==> src/rtl/pp_reduce_pipe.sv <==
// Partial-product generator and Dadda compressor for an approximate 6x6 multiplier.
// Two valid/ready register stages; the final two rows feed an 11-bit carry-lookahead adder.
module pp_reduce_pipe #(
    parameter int APPROX_COLS = 4
) (
    input  logic        clk,
    input  logic        rst,
    input  logic        in_valid,
    output logic        in_ready,
    input  logic [5:0]  a,
    input  logic [5:0]  b,
    output logic        out_valid,
    input  logic        out_ready,
    output logic [10:0] row_a,
    output logic [10:0] row_b
);

    // Heap after the first Dadda level (max height 4), one field per column.
    typedef struct packed {
        logic       c10;
        logic [1:0] c9;
        logic [3:0] c8;
        logic [3:0] c7;
        logic [3:0] c6;
        logic [3:0] c5;
        logic [3:0] c4;
        logic [3:0] c3;
        logic [2:0] c2;
        logic [1:0] c1;
        logic       c0;
    } heap4_t;

    // Heap after the second Dadda level (max height 3).
    typedef struct packed {
        logic       c10;
        logic [2:0] c9;
        logic [2:0] c8;
        logic [2:0] c7;
        logic [2:0] c6;
        logic [2:0] c5;
        logic [2:0] c4;
        logic [2:0] c3;
        logic [2:0] c2;
        logic [1:0] c1;
        logic       c0;
    } heap3_t;

    function automatic logic [1:0] fa(input logic x, input logic y, input logic z);
        return {1'b0, x} + {1'b0, y} + {1'b0, z};
    endfunction

    function automatic logic [1:0] ha(input logic x, input logic y);
        return {1'b0, x} + {1'b0, y};
    endfunction

    logic [5:0][5:0] mp_s;
    logic [10:0]     low_s;
    heap4_t          l1_s;
    logic            c5a_s, c6a_s, c6b_s, c7a_s, c7b_s, c8a_s;
    heap3_t          l2_s;
    logic [9:4]      cy2_s;
    logic [10:3]     cy3_s;
    logic [10:0]     ra_s;
    logic [10:0]     rb_s;
    logic            en1_s;
    logic            en2_s;

    logic            s1_valid_r;
    heap4_t          l1_r;
    logic [10:0]     low_r;

    assign en2_s    = ~out_valid | out_ready;
    assign en1_s    = ~s1_valid_r | en2_s;
    assign in_ready = en1_s;

    // Partial products: low columns are OR-collapsed and masked out of the exact tree.
    always_comb begin
        mp_s  = '0;
        low_s = '0;
        for (int i = 0; i < 6; i++) begin
            for (int j = 0; j < 6; j++) begin
                if (i + j >= APPROX_COLS) begin
                    mp_s[i][j] = a[i] & b[j];
                end else begin
                    low_s[i+j] = low_s[i+j] | (a[i] & b[j]);
                end
            end
        end
    end

    // Dadda level 1: column heights reduced from 6 to 4.
    always_comb begin
        l1_s  = '0;
        c5a_s = 1'b0;
        c6a_s = 1'b0;
        c6b_s = 1'b0;
        c7a_s = 1'b0;
        c7b_s = 1'b0;
        c8a_s = 1'b0;
        l1_s.c0 = mp_s[0][0];
        l1_s.c1 = {mp_s[1][0], mp_s[0][1]};
        l1_s.c2 = {mp_s[2][0], mp_s[1][1], mp_s[0][2]};
        l1_s.c3 = {mp_s[3][0], mp_s[2][1], mp_s[1][2], mp_s[0][3]};
        {c5a_s, l1_s.c4[0]} = ha(mp_s[0][4], mp_s[1][3]);
        l1_s.c4[3:1] = {mp_s[4][0], mp_s[3][1], mp_s[2][2]};
        {c6a_s, l1_s.c5[0]} = fa(mp_s[0][5], mp_s[1][4], mp_s[2][3]);
        {c6b_s, l1_s.c5[1]} = ha(mp_s[3][2], mp_s[4][1]);
        l1_s.c5[3:2] = {c5a_s, mp_s[5][0]};
        {c7a_s, l1_s.c6[0]} = fa(mp_s[1][5], mp_s[2][4], mp_s[3][3]);
        {c7b_s, l1_s.c6[1]} = ha(mp_s[4][2], mp_s[5][1]);
        l1_s.c6[3:2] = {c6b_s, c6a_s};
        {c8a_s, l1_s.c7[0]} = fa(mp_s[2][5], mp_s[3][4], mp_s[4][3]);
        l1_s.c7[3:1] = {c7b_s, c7a_s, mp_s[5][2]};
        l1_s.c8 = {c8a_s, mp_s[5][3], mp_s[4][4], mp_s[3][5]};
        l1_s.c9 = {mp_s[5][4], mp_s[4][5]};
        l1_s.c10 = mp_s[5][5];
    end

    // Dadda level 2: heights 4 -> 3, operating on the stage-1 register.
    always_comb begin
        l2_s  = '0;
        cy2_s = '0;
        l2_s.c0 = l1_r.c0;
        l2_s.c1 = l1_r.c1;
        l2_s.c2 = l1_r.c2;
        {cy2_s[4], l2_s.c3[0]} = ha(l1_r.c3[0], l1_r.c3[1]);
        l2_s.c3[2:1] = l1_r.c3[3:2];
        {cy2_s[5], l2_s.c4[0]} = fa(l1_r.c4[0], l1_r.c4[1], l1_r.c4[2]);
        l2_s.c4[2:1] = {cy2_s[4], l1_r.c4[3]};
        {cy2_s[6], l2_s.c5[0]} = fa(l1_r.c5[0], l1_r.c5[1], l1_r.c5[2]);
        l2_s.c5[2:1] = {cy2_s[5], l1_r.c5[3]};
        {cy2_s[7], l2_s.c6[0]} = fa(l1_r.c6[0], l1_r.c6[1], l1_r.c6[2]);
        l2_s.c6[2:1] = {cy2_s[6], l1_r.c6[3]};
        {cy2_s[8], l2_s.c7[0]} = fa(l1_r.c7[0], l1_r.c7[1], l1_r.c7[2]);
        l2_s.c7[2:1] = {cy2_s[7], l1_r.c7[3]};
        {cy2_s[9], l2_s.c8[0]} = fa(l1_r.c8[0], l1_r.c8[1], l1_r.c8[2]);
        l2_s.c8[2:1] = {cy2_s[8], l1_r.c8[3]};
        l2_s.c9 = {cy2_s[9], l1_r.c9};
        l2_s.c10 = l1_r.c10;
    end

    // Dadda level 3: heights 3 -> 2; column 10 never carries, so both rows fit 11 bits.
    always_comb begin
        ra_s  = '0;
        rb_s  = '0;
        cy3_s = '0;
        ra_s[0] = l2_s.c0;
        ra_s[1] = l2_s.c1[0];
        rb_s[1] = l2_s.c1[1];
        {cy3_s[3], ra_s[2]} = ha(l2_s.c2[0], l2_s.c2[1]);
        rb_s[2] = l2_s.c2[2];
        {cy3_s[4], ra_s[3]} = fa(l2_s.c3[0], l2_s.c3[1], l2_s.c3[2]);
        rb_s[3] = cy3_s[3];
        {cy3_s[5], ra_s[4]} = fa(l2_s.c4[0], l2_s.c4[1], l2_s.c4[2]);
        rb_s[4] = cy3_s[4];
        {cy3_s[6], ra_s[5]} = fa(l2_s.c5[0], l2_s.c5[1], l2_s.c5[2]);
        rb_s[5] = cy3_s[5];
        {cy3_s[7], ra_s[6]} = fa(l2_s.c6[0], l2_s.c6[1], l2_s.c6[2]);
        rb_s[6] = cy3_s[6];
        {cy3_s[8], ra_s[7]} = fa(l2_s.c7[0], l2_s.c7[1], l2_s.c7[2]);
        rb_s[7] = cy3_s[7];
        {cy3_s[9], ra_s[8]} = fa(l2_s.c8[0], l2_s.c8[1], l2_s.c8[2]);
        rb_s[8] = cy3_s[8];
        {cy3_s[10], ra_s[9]} = fa(l2_s.c9[0], l2_s.c9[1], l2_s.c9[2]);
        rb_s[9] = cy3_s[9];
        ra_s[10] = l2_s.c10;
        rb_s[10] = cy3_s[10];
    end

    // Stage 1: partial-product heap after the first reduction level.
    always_ff @(posedge clk or posedge rst) begin
        if (rst) begin
            s1_valid_r <= 1'b0;
            l1_r       <= '0;
            low_r      <= 11'd0;
        end else if (en1_s) begin
            s1_valid_r <= in_valid;
            if (in_valid) begin
                l1_r  <= l1_s;
                low_r <= low_s;
            end
        end
    end

    // Stage 2: final rows; the exact tree leaves low columns zero, so OR in the approximation.
    always_ff @(posedge clk or posedge rst) begin
        if (rst) begin
            out_valid <= 1'b0;
            row_a     <= 11'd0;
            row_b     <= 11'd0;
        end else if (en2_s) begin
            out_valid <= s1_valid_r;
            if (s1_valid_r) begin
                row_a <= ra_s | low_r;
                row_b <= rb_s;
            end
        end
    end

endmodule
==> config.mk <==
export PLATFORM = sky130hd
export DESIGN_NAME = pp_reduce_pipe
export DESIGN_NICKNAME = d
export VERILOG_FILES = /design/src/rtl/pp_reduce_pipe.sv
export SDC_FILE = /design/constraint.sdc
export NUM_CORES = 1
export LEC_CHECK = 0
export CAP_MARGIN = 20
export CORE_MARGIN = 2
export CORE_UTILIZATION = 40
export DETAILED_ROUTE_END_ITERATION = 8
export GPL_TIMING_DRIVEN = 0
export HOLD_SLACK_MARGIN = 0.08
export PLACE_DENSITY = 0.71
export RECOVER_POWER = 100
export SETUP_SLACK_MARGIN = 0.1
export SLEW_MARGIN = 20
export SYNTH_ARGS = -nofsm -noshare
export SYNTH_HDL_FRONTEND = slang
export SYNTH_SLANG_ARGS = --single-unit
==> constraint.sdc <==
create_clock -name clk -period 1.6 [get_ports clk]
set_input_delay 0.32 -clock clk [delete_from_list [all_inputs] [get_ports clk]]
set_output_delay 0.32 -clock clk [all_outputs]
set_load 0.01 [all_outputs]
# Word level (Yosys, flattened, before mapping)

Cells that the tools add are included.

Add/sub/neg operators: 30
Bitwise operators: 47
Reduce and logical (&&, ||, !) cells: 2

Operator list:

| operator                                      | number |
|---|---|
| 1-bit AND                                     | 36 |
| 1-bit by 1-bit adder with 2-bit output        | 17 |
| 2-bit by 1-bit adder with 2-bit output        | 13 |
| 11-bit by 4-bit bitwise OR with 11-bit output | 1 |
| 1-bit bitwise OR                              | 8 |
| 2-bit AND reduction                           | 2 |
| 1-bit NOT                                     | 2 |

Register bits: 46
Output and inout port bits: 24
Logic and storage cells: 91

# Longest topological paths before layout

Depth after elaboration: 5
Mapped depth: 5
Mapped depth without buffers: 4

# Least setup slack after synthesis

Ideal clock, no wire load.

Kind: register to register
From: register l1_r[14] (netlist bit)
To: register row_a[5]
Setup time: 0.127 ns
Arrival: 1.411 ns
Data required time: 1.473 ns
Path slack: 0.062 ns
Cell stages (with the launch flop): 5
Path buffers: 0
Period minus slack after synthesis: 1.538 ns
Path through: dfrtp_1 -> inv_1 -> fa_1 -> fa_1 -> mux2i_1

Word-level cells in the longest chain between the ends: 5

Ends and longest elaborated chain:

| what                                          | line | source |
|---|---|---|
| start: declaration                            | 69   | `heap4_t l1_r;` |
| start signal: assignment                      | 179  | `l1_r <= l1_s;` |
| 1-bit by 1-bit adder with 2-bit output        | 49   | `return {1'b0, x} + {1'b0, y} + {1'b0, z};` |
| 2-bit by 1-bit adder with 2-bit output        | 49   |  |
| 1-bit by 1-bit adder with 2-bit output        | 49   |  |
| 2-bit by 1-bit adder with 2-bit output        | 49   |  |
| 11-bit by 4-bit bitwise OR with 11-bit output | 194  | `row_a <= ra_s \| low_r;` |
| end signal: assignment                        | 194  |  |
| end: declaration                              | 14   | `output logic [10:0] row_a,` |

No other way between the ends.
A chain may end at the register's enable or synchronous reset.

# Worst setup path in the final report

Same ends and word-level chain as after synthesis.

==> impl_metrics.json <==
{
  "r2r_cells": 4,
  "routed_wl_mm": 4.71,
  "htree_levels": 2,
  "netlist.area_leader.share": 0.482,
  "port_buffers": 34,
  "fin_crit_sh": 1.01,
  "fin_skew_ns": 0.00395,
  "rsz0062_at_grt": "true",
  "ys_ff_latch": 46,
  "grt_pass1_vias": 1618,
  "seqPwrFrac": 0.439,
  "synth_edf_count": 0,
  "yosysWarnings": 0,
  "vias": 1548,
  "required_ns": 1.82,
  "grt_first_pass_wirelength_mm": 7.75,
  "syn_area_per_cell_sq_um": 12.5,
  "nNetsFinal": 280,
  "gp_congestion": 0.821,
  "dieArea_sq_um": 6600,
  "critPathMaxStageDelay_ns": 0.58,
  "clkPwrFrac": 0.251,
  "clkSinkCount": 46,
  "core_sq_um": 5850,
  "num_antenna_cells": 0,
  "status": "complete, but fails checks",
  "critPathCaptureType": "register",
  "crit_buf_inv": 1,
  "cp_common_cell": "fa_1",
  "grt_antenna_before_repair": 0,
  "die_w_um": 81.2,
  "cts_made_buffers": 5,
  "p_leak_uw": 0.00147,
  "critPathArrivalTime_ns": 1.83,
  "ir_drop_v": 0.000626,
  "clk_root_buffer_cell": "clkbuf_8",
  "path_max_fanout": 2,
  "switching_share": 0.290,
  "synth_area_sq_um": 2390,
  "setup_viol": 1,
  "wl_per_cell_um": 14.6,
  "grt_max_degree": 35,
  "pin_count": 40,
  "p_switching_uw": 1010,
  "clock_path_buffers": 2,
  "drv_slew": 0,
  "place_ws_ns": -0.471,
  "yosysUniqueCellTypes": 28,
  "fill_cells": 518,
  "syn-instance-count": 191,
  "clk_transition_reported_paths_ns": 0.08,
  "cp_top_family": "adder cells",
  "hpwl_mm": 3.37,
  "cp-start-kind": "register",
  "fp.dieH_um": 81.2,
  "worstHoldPathType": "input port to async pin",
  "syn2layout_area_growth_pct": 26.7,
  "slowest_stage": "fa_1",
  "synthMostInstantiatedCell": "dfrtp_1",
  "synth_area_leader_cell": "dfrtp_1",
  "intPower_uw": 2460,
  "min_period_ns": 1.61,
  "synth_common_cells": "dfrtp_1, inv_1, and2_1",
  "fin_ws_ns": -0.00968,
  "violations": "negative setup slack",
  "path_depth": 4,
  "p_comb_frac": 0.309,
  "clk_latency_ns": 0.29,
  "max_cap_violations": 0,
  "yosys-top-cells-area": "dfrtp_1, fa_1, mux2_2",
  "ys_seq_area_frac": 0.482,
  "async_flop_share": 1.00,
  "p_per_area_nw_per_um2": 1150,
  "regArea_sq_um": 1150,
  "hold_buffers": 0,
  "vias_per_cell": 4.81,
  "cts_tree": "built",
  "multi_input_comb_area_sq_um": 1060,
  "crit_path_cell_trace": "inv_2 > fa_1 > fa_1 > mux2i_1",
  "dr.pass1.iters": 4,
  "holdWs_ns": 0.462,
  "hold_viol_final": 0,
  "final_layout_size_suffix_gt1_frac": 0.267,
  "rows": 28,
  "synth_ff_type": "dfrtp_1",
  "overflow": 0,
  "ant_nets": 0,
  "drt_iter0_drc": 98,
  "initial_core_util": 0.408,
  "critical_path_class": "register to register",
  "grt_usage": 0.159,
  "fmax_mhz": 621,
  "drcViolationCount": 0
}
[layout make-up]
cell class | count | share of cell area
Inverter | 25 | 0.0310
Clock inverter | 1 | 0.00993
Buffer | 12 | 0.0327
Sequential cell | 46 | 0.381
Tap cell | 75 | 0.0310
Clock buffer | 6 | 0.0273
Multi-Input combinational cell | 112 | 0.352
Timing Repair Buffer | 45 | 0.136
[path summary, 6_finish.rpt]
| kind | start | endpoint | slack (ns) |
|---|---|---|---|
| max in group asynchronous | rst | l1_r[24] | 0.25 |
| min in group clk | b[4] | l1_r[27] | 0.49 |
| worst min-delay path | rst | row_a[10] | 0.46 |
| worst max register to register | l1_r[14] | row_a[5] | -0.01 |
| worst min register to register | low_r[0] | low_r[0] | 0.50 |
| worst max-delay path | l1_r[14] | row_a[5] | -0.01 |
[metal layers]
layer | global-route usage | routed length (um) | vias up | part of all wire
met5 | 0 | 0 | - | 0
met3 | 0.0378 | 293 | 6 | 0.062
met1 | 0.206 | 2070 | 760 | 0.44
met4 | 0.0508 | 57 | 0 | 0.012
li1 | - | - | 731 | -
met2 | 0.265 | 2280 | 51 | 0.49
[power by group through the flow]
stage	combinational (uW)	clock [uW]	sequential, uW
global placement	1100	0	1540
detailed placement	1130	0	1550
floorplan	550	0	1600
global route	1190	950	1560
finish	1070	872	1520
CTS	1080	897	1520
[state kept, by name, summed over array words and instances (netlist names)]
name / flops
out_valid: 1
l1_r: 23
s1_valid_r: 1
low_r: 4
row_a: 11
row_b: 6
[stage by stage]
stage	utilization	instances	power, uW	setup TNS (ns)	cell area, sq um
6_report	0.517	322	3470	-0.00968	3020
5_1_grt	0.517	322	3700	-0.311	3020
4_1_cts	0.519	318	3490	-0.0476	3030
3_5_place_dp	0.488	305	2670	-4.66	2860
3_3_place_gp	0.485	304	2640	-37.84	2840
2_1_floorplan	-	195	2150	0	2400
[what timing repair did]
item                                    4_1_cts  5_1_grt
pin swaps                                     4        1
resized for setup                            46        9
endpoints found under the setup margin       34       15
cloned                                        1        0
setup buffers                                 5        4
[cells by family (layout without fill, tap and decap cells)]
group           after synthesis  in the layout  share of synthesized area
simple gates                 34             34                     0.0891
mux                          31             31                      0.148
fa+ha+maj                    17             17                      0.130
other cells                   1              5                    0.00157
compound gates               25             25                     0.0708
flops                        46             46                      0.482
buf+inv                      37             89                     0.0781
[cells in the final DEF, fill, tap and decap left out, drive strengths merged]
cell           instances
a221oi                 1
bufinv                 1
nand4                  5
clkdlybuf4s50          5
and2                  16
a22o                   1
dlygate4sd2           27
a21bo                  5
dfrtp                 46
conb                   5
nand3b                 1
dlygate4sd3            1
buf                   17
a31oi                  3
mux2                  19
ha                     4
a22oi                  1
nand2                  9
fa                    13
mux2i                 12
inv                   25
clkbuf                13
a222oi                 1
nand2b                 2
or2b                   1
a21oi                 13
(Power assumes the default switching activity.)
